$ cat config.mk
export PLATFORM = sky130hd
export DESIGN_NAME = wb_stage_buffered
export DESIGN_NICKNAME = d
export VERILOG_FILES = /design/src/rtl/wb_pkg.sv /design/src/rtl/wb_stage_buffered_load_extract.sv /design/src/rtl/wb_stage_buffered.sv
export SDC_FILE = /design/constraint.sdc
export NUM_CORES = 1
export LEC_CHECK = 0
export CAP_MARGIN = 10
export CELL_PAD_IN_SITES_DETAIL_PLACEMENT = 1
export CELL_PAD_IN_SITES_GLOBAL_PLACEMENT = 1
export CORE_MARGIN = 2
export CORE_UTILIZATION = 38
export DETAILED_ROUTE_END_ITERATION = 16
export PLACE_DENSITY = 0.95
export SLEW_MARGIN = 20
export SYNTH_ARGS = -nofsm -noshare
export SYNTH_HDL_FRONTEND = slang
export SYNTH_SLANG_ARGS = --single-unit
export TNS_END_PERCENT = 50
$ cat constraint.sdc
create_clock -name clk -period 5.25 [get_ports clk]
set_input_delay 0.525 -clock clk [delete_from_list [all_inputs] [get_ports clk]]
set_output_delay 0.525 -clock clk [all_outputs]
set_load 0.02 [all_outputs]
$ cat src/rtl/wb_pkg.sv
// wb_pkg: shared load-size encodings, writeback entry type and count-width helper
// for the buffered writeback stage.
package wb_pkg;

    localparam logic [1:0] LD_BYTE = 2'b00;
    localparam logic [1:0] LD_HALF = 2'b01;
    localparam logic [1:0] LD_WORD = 2'b10;

    localparam int N_DEF      = 32;
    localparam int REG_AW_DEF = 4;

    // Entry layout at the default widths; the stage declares the same shape at its own widths.
    typedef struct packed {
        logic [REG_AW_DEF-1:0] dest;
        logic [N_DEF-1:0]      value;
    } wb_entry_t;

    // Occupancy needs one extra bit so that a full FIFO (count == depth) is representable.
    function automatic int cnt_w(input int depth);
        return $clog2(depth) + 1;
    endfunction

endpackage

$ cat src/rtl/wb_stage_buffered_load_extract.sv
// load_extract: picks the ALU result or load data and applies byte/halfword
// extraction with zero or sign extension.
module load_extract
    import wb_pkg::*;
#(
    parameter int N = 32
) (
    input  logic [N-1:0] alu_res,
    input  logic [N-1:0] mem_data,
    input  logic         mem_r_en,
    input  logic [1:0]   ld_size,
    input  logic         ld_signed,
    input  logic [1:0]   addr_lo,
    output logic [N-1:0] value
);

    logic [7:0]  b;
    logic [15:0] h;

    assign b = 8'(mem_data[31:0] >> {addr_lo, 3'b000});
    // Halfword lanes are selected by addr_lo[1] only; addr_lo[0] has no effect.
    assign h = 16'(mem_data[31:0] >> {addr_lo[1], 4'b0000});

    always_comb begin
        value = !mem_r_en          ? alu_res :
                ld_size == LD_BYTE ? {{(N-8){ld_signed & b[7]}}, b} :
                ld_size == LD_HALF ? {{(N-16){ld_signed & h[15]}}, h} :
                                     mem_data;
    end

endmodule

$ cat src/rtl/wb_stage_buffered.sv
// wb_stage_buffered: writeback stage that queues completed writes in a DEPTH-entry FIFO
// for an externally granted register-file port and reports pending-write hazards.
module wb_stage_buffered
    import wb_pkg::*;
#(
    parameter int N      = 32,
    parameter int REG_AW = 4,
    parameter int DEPTH  = 2
) (
    input  logic                     clk,
    input  logic                     rst,
    input  logic                     in_valid,
    output logic                     in_ready,
    input  logic [N-1:0]             alu_res,
    input  logic [N-1:0]             mem_data,
    input  logic                     mem_r_en,
    input  logic                     wb_en_in,
    input  logic [REG_AW-1:0]        wb_dest_in,
    input  logic [1:0]               ld_size,
    input  logic                     ld_signed,
    input  logic [1:0]               addr_lo,
    input  logic                     rf_grant,
    output logic                     wb_en_out,
    output logic [REG_AW-1:0]        wb_dest_out,
    output logic [N-1:0]             wb_value_out,
    input  logic [REG_AW-1:0]        hz_src1,
    input  logic [REG_AW-1:0]        hz_src2,
    output logic                     hz1,
    output logic                     hz2,
    output logic [N-1:0]             fwd1,
    output logic [N-1:0]             fwd2,
    output logic [cnt_w(DEPTH)-1:0]  count
);

    localparam int AW = $clog2(DEPTH);
    localparam int CW = cnt_w(DEPTH);

    typedef struct packed {
        logic [REG_AW-1:0] dest;
        logic [N-1:0]      value;
    } entry_t;

    entry_t          mem_q [DEPTH];
    logic [DEPTH-1:0] vld_q;
    logic [AW-1:0]   rd_ptr;
    logic [AW-1:0]   wr_ptr;
    logic [CW-1:0]   count_q;
    logic [N-1:0]    in_value;
    logic            empty;
    logic            push;
    logic            pop;

    load_extract #(.N(N)) u_extract (
        .alu_res   (alu_res),
        .mem_data  (mem_data),
        .mem_r_en  (mem_r_en),
        .ld_size   (ld_size),
        .ld_signed (ld_signed),
        .addr_lo   (addr_lo),
        .value     (in_value)
    );

    // in_ready depends only on registered occupancy, so rf_grant never reaches it.
    assign empty        = (count_q == '0);
    assign in_ready     = rst & (count_q != CW'(DEPTH));
    assign push         = in_valid & in_ready & wb_en_in;
    assign pop          = ~empty & rf_grant;
    assign wb_en_out    = pop;
    assign wb_dest_out  = empty ? '0 : mem_q[rd_ptr].dest;
    assign wb_value_out = empty ? '0 : mem_q[rd_ptr].value;
    assign count        = count_q;

    always_ff @(posedge clk or negedge rst) begin
        if (!rst) begin
            rd_ptr  <= '0;
            wr_ptr  <= '0;
            count_q <= '0;
            vld_q   <= '0;
        end else begin
            if (pop) begin
                vld_q[rd_ptr] <= 1'b0;
                rd_ptr        <= rd_ptr + AW'(1);
            end
            if (push) begin
                vld_q[wr_ptr] <= 1'b1;
                wr_ptr        <= wr_ptr + AW'(1);
            end
            count_q <= count_q + CW'(push) - CW'(pop);
        end
    end

    always_ff @(posedge clk) begin
        if (push) mem_q[wr_ptr] <= '{dest: wb_dest_in, value: in_value};
    end

    // Scan oldest to youngest so later matches win; the accepting beat is youngest of all.
    always_comb begin
        hz1  = 1'b0;
        hz2  = 1'b0;
        fwd1 = '0;
        fwd2 = '0;
        for (int i = 0; i < DEPTH; i++) begin
            if (vld_q[rd_ptr + AW'(i)] && mem_q[rd_ptr + AW'(i)].dest == hz_src1) begin
                hz1  = 1'b1;
                fwd1 = mem_q[rd_ptr + AW'(i)].value;
            end
            if (vld_q[rd_ptr + AW'(i)] && mem_q[rd_ptr + AW'(i)].dest == hz_src2) begin
                hz2  = 1'b1;
                fwd2 = mem_q[rd_ptr + AW'(i)].value;
            end
        end
        if (push && wb_dest_in == hz_src1) begin
            hz1  = 1'b1;
            fwd1 = in_value;
        end
        if (push && wb_dest_in == hz_src2) begin
            hz2  = 1'b1;
            fwd2 = in_value;
        end
    end

endmodule

After elaboration in Yosys (flattened, before gate mapping)
Memories as Yosys holds them, arrays and structs flattened.
Index checks and enable logic that the tools add are counted.
{ "op_classes": {"addsub": 4, "magnitude_cmp": 5, "eq_ne": 8, "n_shift": 2, "mux": 29, "n_bitwise": 10, "reduce_logical": 10} }
{ "ops": {"columns": ["op", "count"], "rows": [
  ["$mux W32", 10],
  ["$shr A32 B5 Y16", 1],
  ["$shr A32 B5 Y8", 1],
  ["$eq A4 B4 Y1", 6],
  ["$mux W1", 14],
  ["$logic_and A1 B1 Y1", 8],
  ["$and A1 B1 Y1", 6],
  ["$lt A1 B2 Y1 const B", 3],
  ["$logic_not A2 Y1", 2],
  ["$mux W2", 2],
  ["$mux W4", 1],
  ["$add A1 B1 Y1 const B", 2],
  ["$add A2 B1 Y2", 1],
  ["$and A2 B2 Y2", 1],
  ["$demux W1 S1", 2],
  ["$eq A2 B1 Y1 const B", 1],
  ["$ge A1 B1 Y1 const B", 2],
  ["$ne A2 B2 Y1 const B", 1],
  ["$not A2 Y2", 1],
  ["$or A2 B2 Y2", 1],
  ["$sub A2 B1 Y2", 1],
  ["$not A1 Y1", 1]
]} }
{ "totals": {"regBits": 6, "ramBits": 72, "output_inout_bits": 106, "elab_cells": 73, "memories": 1} }
{ "memory_table": {"columns": ["memory", "depth", "word_bits", "read_ports", "rd_ports_with_merged_regs", "write_ports", "line", "source"], "rows": [
  ["mem_q", 2, 36, 2, 0, 1, "wb_stage_buffered.sv:43", "entry_t mem_q [DEPTH];"]
]} }

Logic depth before layout (Yosys ltp)
Gate-level depths: netlist of the first run.
{ "logic_depth": {"word_depth": 9, "depth_mapped": 8} }

Cells and area by module
Synthesis of the first run repeated with hierarchy kept, for this count alone.
{ "unflattened": {"hier_cells": 724, "hier_area_um2": 6308.6} }
{ "modules_own_cells": {"columns": ["module", "instances", "cells_per_inst", "area_per_inst_um2", "seq_area_each_um2"], "rows": [
  ["wb_stage_buffered", 1, 558, 5336.4, 2312.2],
  ["load_extract", 1, 166, 972.2, 0.0]
]} }

Worst setup path after synthesis of the first run
No wires, ideal clock.
{ "synth_timing": {"path_kind": "reg2reg", "start": "register count_q[1], in the netlist count[1]", "end": "memory mem_q[0][0] (netlist name), enable pin", "setup_time_ns": 0.429, "arrival_ns": 2.472, "setup_slack_ns": 2.349, "path_stages_with_launch": 4, "period_less_slack_ns": 2.901, "path_cell_list": "dfrtp_1 -> inv_1 -> o2111ai_2 -> nor2_1"} }
{ "synth_via": {"elab_chain_cells": 6} }
{ "synth_lines": {"columns": ["item", "line", "source"], "rows": [
  ["start, declared", "wb_stage_buffered.sv:47", "logic [CW-1:0] count_q;"],
  ["start signal, assigned", "wb_stage_buffered.sv:88", "count_q <= count_q + CW'(push) - CW'(pop);"],
  ["$ne A2 B2 Y1", "wb_stage_buffered.sv:65", "assign in_ready = rst & (count_q != CW'(DEPTH));"],
  ["$and A1 B1 Y1", "wb_stage_buffered.sv:65", null],
  ["$and A1 B1 Y1 (2 in a row)", "wb_stage_buffered.sv:66", "assign push = in_valid & in_ready & wb_en_in;"],
  ["$mux W1", "wb_stage_buffered.sv:93", "if (push) mem_q[wr_ptr] <= '{dest: wb_dest_in, value: in_value};"],
  ["$mux W1 (implied by the code)", "wb_stage_buffered.sv:93", null],
  ["end, declared", "wb_stage_buffered.sv:43", null]
]} }
Every way passes these cells.

Worst setup path after layout of the first run
{ "layout_timing": {"start": "input ld_size[1]", "end": "output fwd2[7]"} }
{ "layout_via": {"elab_chain_cells": 5, "elab_cells_between_ends": 6, "classes_between": "1 x eq/ne; 4 x mux; 1 x reduce/logical"} }
{ "layout_lines": {"columns": ["item", "line", "source"], "rows": [
  ["start, declared", "wb_stage_buffered.sv:19", "input logic [1:0] ld_size,"],
  ["$eq A2 B1 Y1", "wb_stage_buffered_load_extract.sv:27", "ld_size == LD_HALF ? {{(N-16){ld_signed & h[15]}}, h} :"],
  ["$mux W32", "wb_stage_buffered_load_extract.sv:27", null],
  ["$mux W32 (*)", "wb_stage_buffered_load_extract.sv:26", "ld_size == LD_BYTE ? {{(N-8){ld_signed & b[7]}}, b} :"],
  ["$mux W32 (*)", "wb_stage_buffered_load_extract.sv:25", "value = !mem_r_en ? alu_res :"],
  ["named net in_value[7]", "wb_stage_buffered.sv:48", "logic [N-1:0] in_value;"],
  ["$mux W32 (*)", "wb_stage_buffered.sv:116", "if (push && wb_dest_in == hz_src2) begin"],
  ["end, declared", "wb_stage_buffered.sv:31", "output logic [N-1:0] fwd2,"]
]} }
Mark *: on every way through the listed nets, which the timed path passes. The rest lies on a longest branch.

==> results.ini, run 1 <==
[run]
maxCapViolCount = 0

[grt]
overflow = 0
grtUsageTotal_pct = 28.30
grt_max_degree = 68
antenna_found_initial = 0
grt_pass1_vias = 6800
grt_pass1_wl_mm = 39.03

[worst_setup_path]
worstPathCellList = clkdlybuf4s50_1, buf_4, nor3b_1, a22oi_1, a41oi_1, nor2_1, a21oi_1, clkdlybuf4s50_1
slowest_delay_ns = 0.83
startpoint = ld_size[1]
worst_path_max_delay_cell = nor3b_1
r2r-start = count[1]
crit_type = in -> out
crit_top_cell = clkdlybuf4s50_1
crit_fanout = 16
critPathTopFamily = buffers and inverters
worstPathArrival_ns = 3.91
required_ns = 4.72
cp_num_buf_inv = 3
worstSetupEndpointType = primary output
critPathLaunchType = input port

[sta]
max_freq_mhz = 225.7
layout_min_cycle_time_ns = 4.431
worst_hold_slack_ns = 0.4641
finalHoldViolCount = 0
fin_worst_skew_ns = 0.005052
slew_violations = 0
worst_pin_slew_ns = 1.005
grt_setup_unrepaired = false
setup_viol = 0
max_slew_margin_pct = 32.90
setup_tns_ns = 0
period_share_pct = 84.39

[place]
place.gp.congestion = 0.9655
place_hpwl_mm = 18.55
dp.cells = 1084
portBuffers = 192
place_area_sq_um = 8436

[drt]
totalWireLength_mm = 25.86
ant_nets = 0
wire_per_inst_um = 23.51
vias = 6677
drtIter0Drc = 552
first_pass_iters = 8
drc_errors = 0
viasPerCell = 6.070

[min_path]
hold_path_class = in -> async

[clock_network]
cts_resized = 0
path_clk_slew_ns = 0.06
cts_sinks = 78
clockBufferDepth = 2
postCtsSetupBuffers = 0
cts_made_buffers = 9
cts_tree = yes
insertion_delay_ns = 0.34
postCtsHoldBufs = 0
cts_max_level = 3
cts-root-buf = clkbuf_16

[power]
p_switching_w = 0.001308
ir_worst_vdd_mv = 0.2365
pwr-share-seq_pct = 25.2
leakage_nw = 2.996
pwr_density_cell_nw_per_um2 = 372.8
clkPwrFrac_pct = 21.0
p_int_w = 0.001959
p_sw_share_pct = 40.03
combPwrFrac_pct = 53.8

[synthesis]
yosysTopAreaCell = edfxtp_1
synth_seq_cells = 78
synth-edff-count = 72
ys_seq_area_share_pct = 36.18
netlist_top_cells_count = 129 x a21oi_1, 72 x edfxtp_1, 68 x nand3_1, 68 x nor2_1, 67 x mux2_2
synth_cell_types = 45
synth_nets = 809
synthDominantCellAreaShare_pct = 33.83
postSynthCellCount = 720
yosys_most_used_dff = edfxtp_1
syn_area_per_cell_sq_um = 8.877
async_flop_share_pct = 7.692
yosys_warnings = 0
synth_area_leaders = edfxtp_1 34%, mux2_2 12%, a21oi_1 10%
synth_area_sq_um = 6391
yosysMostFrequentCell = a21oi_1

[die]
die_area_sq_um = 17870
ioPinCount = 193
die_y_um = 133.7
num_rows = 47
die_x_um = 133.7
core-area_sq_um = 16520
start_util_pct = 38.68

[final_layout]
fin_cells = 1100
multi_input_area_sq_um = 3717
utilization_pct = 53.02
fillCellCount = 1872
drive_above_1_share_pct = 13.52
fin_nets = 964
final_area_sq_um = 8762
diodes = 0
area_growth_syn_to_layout_pct = 37.10
register_area_sq_um = 2316

[outcome]
status = completed

-- through the flow --
stage	power [W]	setup slack [ns]
after floorplan	0.001879	2.349
after global placement	0.002523	0.7507
after detailed placement	0.002569	0.8213
after CTS	0.003254	0.8168
after global routing	0.003386	0.5801
final	0.003266	0.8195
-- path summary, 6_finish.rpt --
| path | to | slack [ns] | depth (start not counted) |
|---|---|---|---|
| max in group asynchronous | rd_ptr | 4.49 | 1 |
| hold reg to reg | count[1] | 0.58 | 1 |
| hold / removal | count[1] | 0.46 | 1 |
| setup / recovery | fwd2[7] | 0.82 | 8 |
| setup reg to reg | mem_q[1][29] | 2.88 | 4 |
| min in group clk | count[1] | 0.58 | 1 |
-- worst reg2reg max path: stages, from the launching register on --
cell	delay (ns)
dfrtp_1	0.44
inv_1	0.11
o2111ai_2	0.40
nor2_4	0.67
buf_4	0.41
-- cell usage in the layout, fill, tap and decap left out, types with 21 or more instances in the layout --
cell type / synthesis / routed
o21ai_0: 31 / 31
edfxtp_1: 72 / 72
nor2_1: 68 / 66
a21boi_0: 32 / 32
nand3_1: 68 / 68
xnor2_1: 24 / 24
a21oi_1: 129 / 129
mux2_2: 67 / 67
nand2_1: 21 / 21
clkdlybuf4s50_1: 0 / 192
-- final cells by class --
type / instances / area share (%)
Multi-Input combinational cell: 559 / 42.42
Clock buffer: 11 / 2.770
Sequential cell: 78 / 26.43
Tap cell: 220 / 3.142
Inverter: 15 / 0.6426
Clock inverter: 5 / 0.9425
Timing Repair Buffer: 212 / 23.65
-- power by group through the flow --
| stage | logic (W) | registers, W | clock network [W] |
|---|---|---|---|
| after CTS | 0.00175 | 0.000823 | 0.000683 |
| final | 0.00176 | 0.000824 | 0.000685 |
| after global placement | 0.00169 | 0.000830 | 0 |
| after detailed placement | 0.00173 | 0.000834 | 0 |
| after floorplan | 0.00107 | 0.000808 | 0 |
| after global routing | 0.00185 | 0.000833 | 0.000707 |
-- flip-flops by register name, indices dropped and copies added (netlist names) --
name and flops:
wr_ptr 1, mem_q 72, vld_q 2, count 2, rd_ptr 1
-- layer usage --
layer,GRT usage (%),part of all wire (%)
met1,36.08,41
met2,47.45,49
met3,5.023,6.8
met4,11.70,3.1
met5,0,0
-- cell families (layout without fill, tap and decap cells) --
family / count (synthesis) / in the layout / share of synthesized area [%]
adders and majority gates: 2 / 2 / 0.3915
AOI/OAI and AO/OA: 247 / 247 / 23.59
and+or+nand+nor: 199 / 199 / 15.35
buffers and inverters: 83 / 243 / 6.128
DFF: 78 / 78 / 36.18
muxes: 81 / 81 / 14.25
xor gates and xnor gates: 30 / 30 / 4.111
Note: power is estimated with default switching activity, not from simulation.
==> run 2, diff against run 1 <==
--- a/config.mk
+++ b/config.mk
@@ -9,9 +9,9 @@
 export CELL_PAD_IN_SITES_DETAIL_PLACEMENT = 1
 export CELL_PAD_IN_SITES_GLOBAL_PLACEMENT = 1
 export CORE_MARGIN = 2
-export CORE_UTILIZATION = 38
+export CORE_UTILIZATION = 36
 export DETAILED_ROUTE_END_ITERATION = 16
-export PLACE_DENSITY = 0.95
+export PLACE_DENSITY = 0.92
 export SLEW_MARGIN = 20
 export SYNTH_ARGS = -nofsm -noshare
 export SYNTH_HDL_FRONTEND = slang
==> constraint.sdc (replaced) <==
create_clock -name clk -period 4.6 [get_ports clk]
set_input_delay 0.46 -clock clk [delete_from_list [all_inputs] [get_ports clk]]
set_output_delay 0.46 -clock clk [all_outputs]
set_load 0.02 [all_outputs]
==> run 2 against run 1 <==
Against the previous run:
- setup slack lost 0.38 ns
- register-to-register slack lost 0.62 ns
- worst hold slack lost 0.075 ns
- largest cell class unchanged
==> results.ini, run 2 (synthesis gave the netlist of run 1 again) <==
[outcome]
status = completed

[min_path]
hold_path_class = in -> async

[clock_network]
cts-root-buf = clkbuf_16
cts_tree = yes
postCtsHoldBufs = 0  ; unchanged
cts_max_level = 3  ; unchanged
path_clk_slew_ns = 0.06  ; about the same
insertion_delay_ns = 0.34  ; about the same
clockBufferDepth = 2  ; unchanged
cts_made_buffers = 9  ; unchanged
cts_resized = 0  ; unchanged
cts_sinks = 78  ; unchanged
postCtsSetupBuffers = 0  ; unchanged

[die]
ioPinCount = 193  ; unchanged
die_y_um = 137.2  ; +2.7%
num_rows = 48  ; +2.1%
die_x_um = 137.2  ; +2.7%
start_util_pct = 36.82  ; -1.9 points
die_area_sq_um = 18830  ; +5.4%
core-area_sq_um = 17360  ; +5.0%

[final_layout]
fillCellCount = 2010  ; +7.4%
layout_common_cells = 192 x clkdlybuf4s50_1, 129 x a21oi_1, 72 x edfxtp_1
drive_above_1_share_pct = 13.61  ; +0.083 points
multi_input_area_sq_um = 3717  ; unchanged
utilization_pct = 50.71  ; -2.3 points
diodes = 0  ; unchanged
final_area_sq_um = 8801  ; +0.44%
regMostFlops = mem_q
register_area_sq_um = 2316  ; unchanged
final_common_cell = clkdlybuf4s50_1
fin_cells = 1107  ; +0.64%
largest_reg_flops = 72  ; unchanged
fin_nets = 966  ; +0.21%
area_growth_syn_to_layout_pct = 37.71

[place]
place.gp.congestion = 0.9333  ; -3.3%
place_hpwl_mm = 18.31  ; -1.3%
place_area_sq_um = 8483  ; +0.56%
dp.cells = 1091  ; +0.65%
portBuffers = 192  ; unchanged

[grt]
grt_max_degree = 66  ; -2.9%
overflow = 0  ; unchanged
grt_pass1_vias = 6846  ; +0.68%
antenna_found_initial = 0  ; unchanged
grt_pass1_wl_mm = 39.04  ; about the same
grtUsageTotal_pct = 27.47  ; -0.83 points

[sta]
max_slew_margin_pct = 29.46  ; -3.4 points
grt_setup_unrepaired = false
period_share_pct = 90.47
worst_pin_slew_ns = 1.057  ; +0.05162 ns
setup_viol = 0  ; unchanged
setup_tns_ns = 0  ; unchanged
slew_violations = 0  ; unchanged
layout_min_cycle_time_ns = 4.161
finalHoldViolCount = 0  ; unchanged
max_freq_mhz = 240.3
fin_worst_skew_ns = 0.005185  ; +0.0001331 ns

[worst_setup_path]
worstSetupEndpointType = primary output
r2r-start = count[1]
critPathLaunchType = input port
worstPathArrival_ns = 3.70  ; -0.21 ns
rrSetupSlack_ns = 2.26  ; -0.62 ns
crit_type = in -> out
crit_fanout = 16  ; unchanged
rr_worst_depth = 4  ; unchanged
required_ns = 4.14  ; -0.58 ns
reg2reg_to = mem_q[1][3]

[drt]
drtIter0Drc = 568  ; +2.9%
ant_nets = 0  ; unchanged
first_pass_iters = 5  ; -3
vias = 6697  ; +0.30%
drc_errors = 0  ; unchanged
totalWireLength_mm = 25.63  ; -0.92%
wire_per_inst_um = 23.15  ; -1.6%
viasPerCell = 6.050  ; -0.33%

[power]
ir_worst_vdd_mv = 0.3003  ; +27%
power_w = 0.003684  ; +13%
pwr_density_cell_nw_per_um2 = 418.5  ; +12%
leakage_nw = 3.016  ; +0.67%

[run]
maxCapViolCount = 0  ; unchanged

-- run 2: cell types whose count changed in the layout (fill, tap and decap cells not counted), sizes merged --
cell	before	now
clkbuf	11	15
buf	20	22
bufinv	2	0
clkinvlp	3	1
-- run 2: critical path: stages --
cell             delay, ns
clkdlybuf4s50_1       0.85
mux2_2                0.44
mux2i_2               0.66
o21ai_0               0.41
nor2_1                0.22
a21oi_1               0.08
clkdlybuf4s50_1       0.56
-- run 2: per-layer routing --
layer,vias up,share of wire (%),global-route usage (%)
li1,2988,-,-
met1,3271,42,36.10
met2,371,47,44.61
met3,67,7.1,4.857
met4,0,3.4,11.45
met5,-,0,0
-- run 2: area by class of cell --
cell class / count / share of cell area (%)
inverter: 15 / 0.6397
clock inverter: 1 / 0.08530
tap: 225 / 3.199
clock buffer: 15 / 3.526
timing repair buffer: 214 / 24.00
multi-input combinational: 559 / 42.24
sequential: 78 / 26.32
-- run 2: worst max path at each step --
stage | slack, ns | startpoint | cells after the start | to
finish | 0.44 | addr_lo[1] | 7 | fwd2[18]
global placement | 0.16 | addr_lo[1] | 7 | fwd2[18]
global route | 0.27 | addr_lo[1] | 7 | fwd1[30]
CTS | 0.39 | addr_lo[1] | 7 | fwd2[18]
detailed placement | 0.47 | addr_lo[1] | 7 | fwd2[30]
floorplan | 1.70 | count[1] | 3 | mem_q[0][0]
-- run 2: power by group --
group	total (W)	internal, W	leakage [nW]	switching, W
Clock	0.000746	0.000462	0.152	0.000284
Combinational	0.00199	0.000883	2.14	0.00111
Sequential	0.000946	0.000863	0.726	0.0000829
-- run 2: per-stage QoR --
step           hold slack, ns  setup slack (ns)
5_1_grt                0.4089            0.2663
2_1_floorplan          0.1644             1.699
6_report               0.3896            0.4386
3_3_place_gp           0.5536            0.1630
4_1_cts                0.3914            0.3932
3_5_place_dp           0.5820            0.4665
==> run 3, diff against run 2 <==
--- a/config.mk
+++ b/config.mk
@@ -16,4 +16,3 @@
 export SYNTH_ARGS = -nofsm -noshare
 export SYNTH_HDL_FRONTEND = slang
 export SYNTH_SLANG_ARGS = --single-unit
-export TNS_END_PERCENT = 50
==> results of run 3 <==
The final DEF is identical to that of run 2; final timing and power are the same.
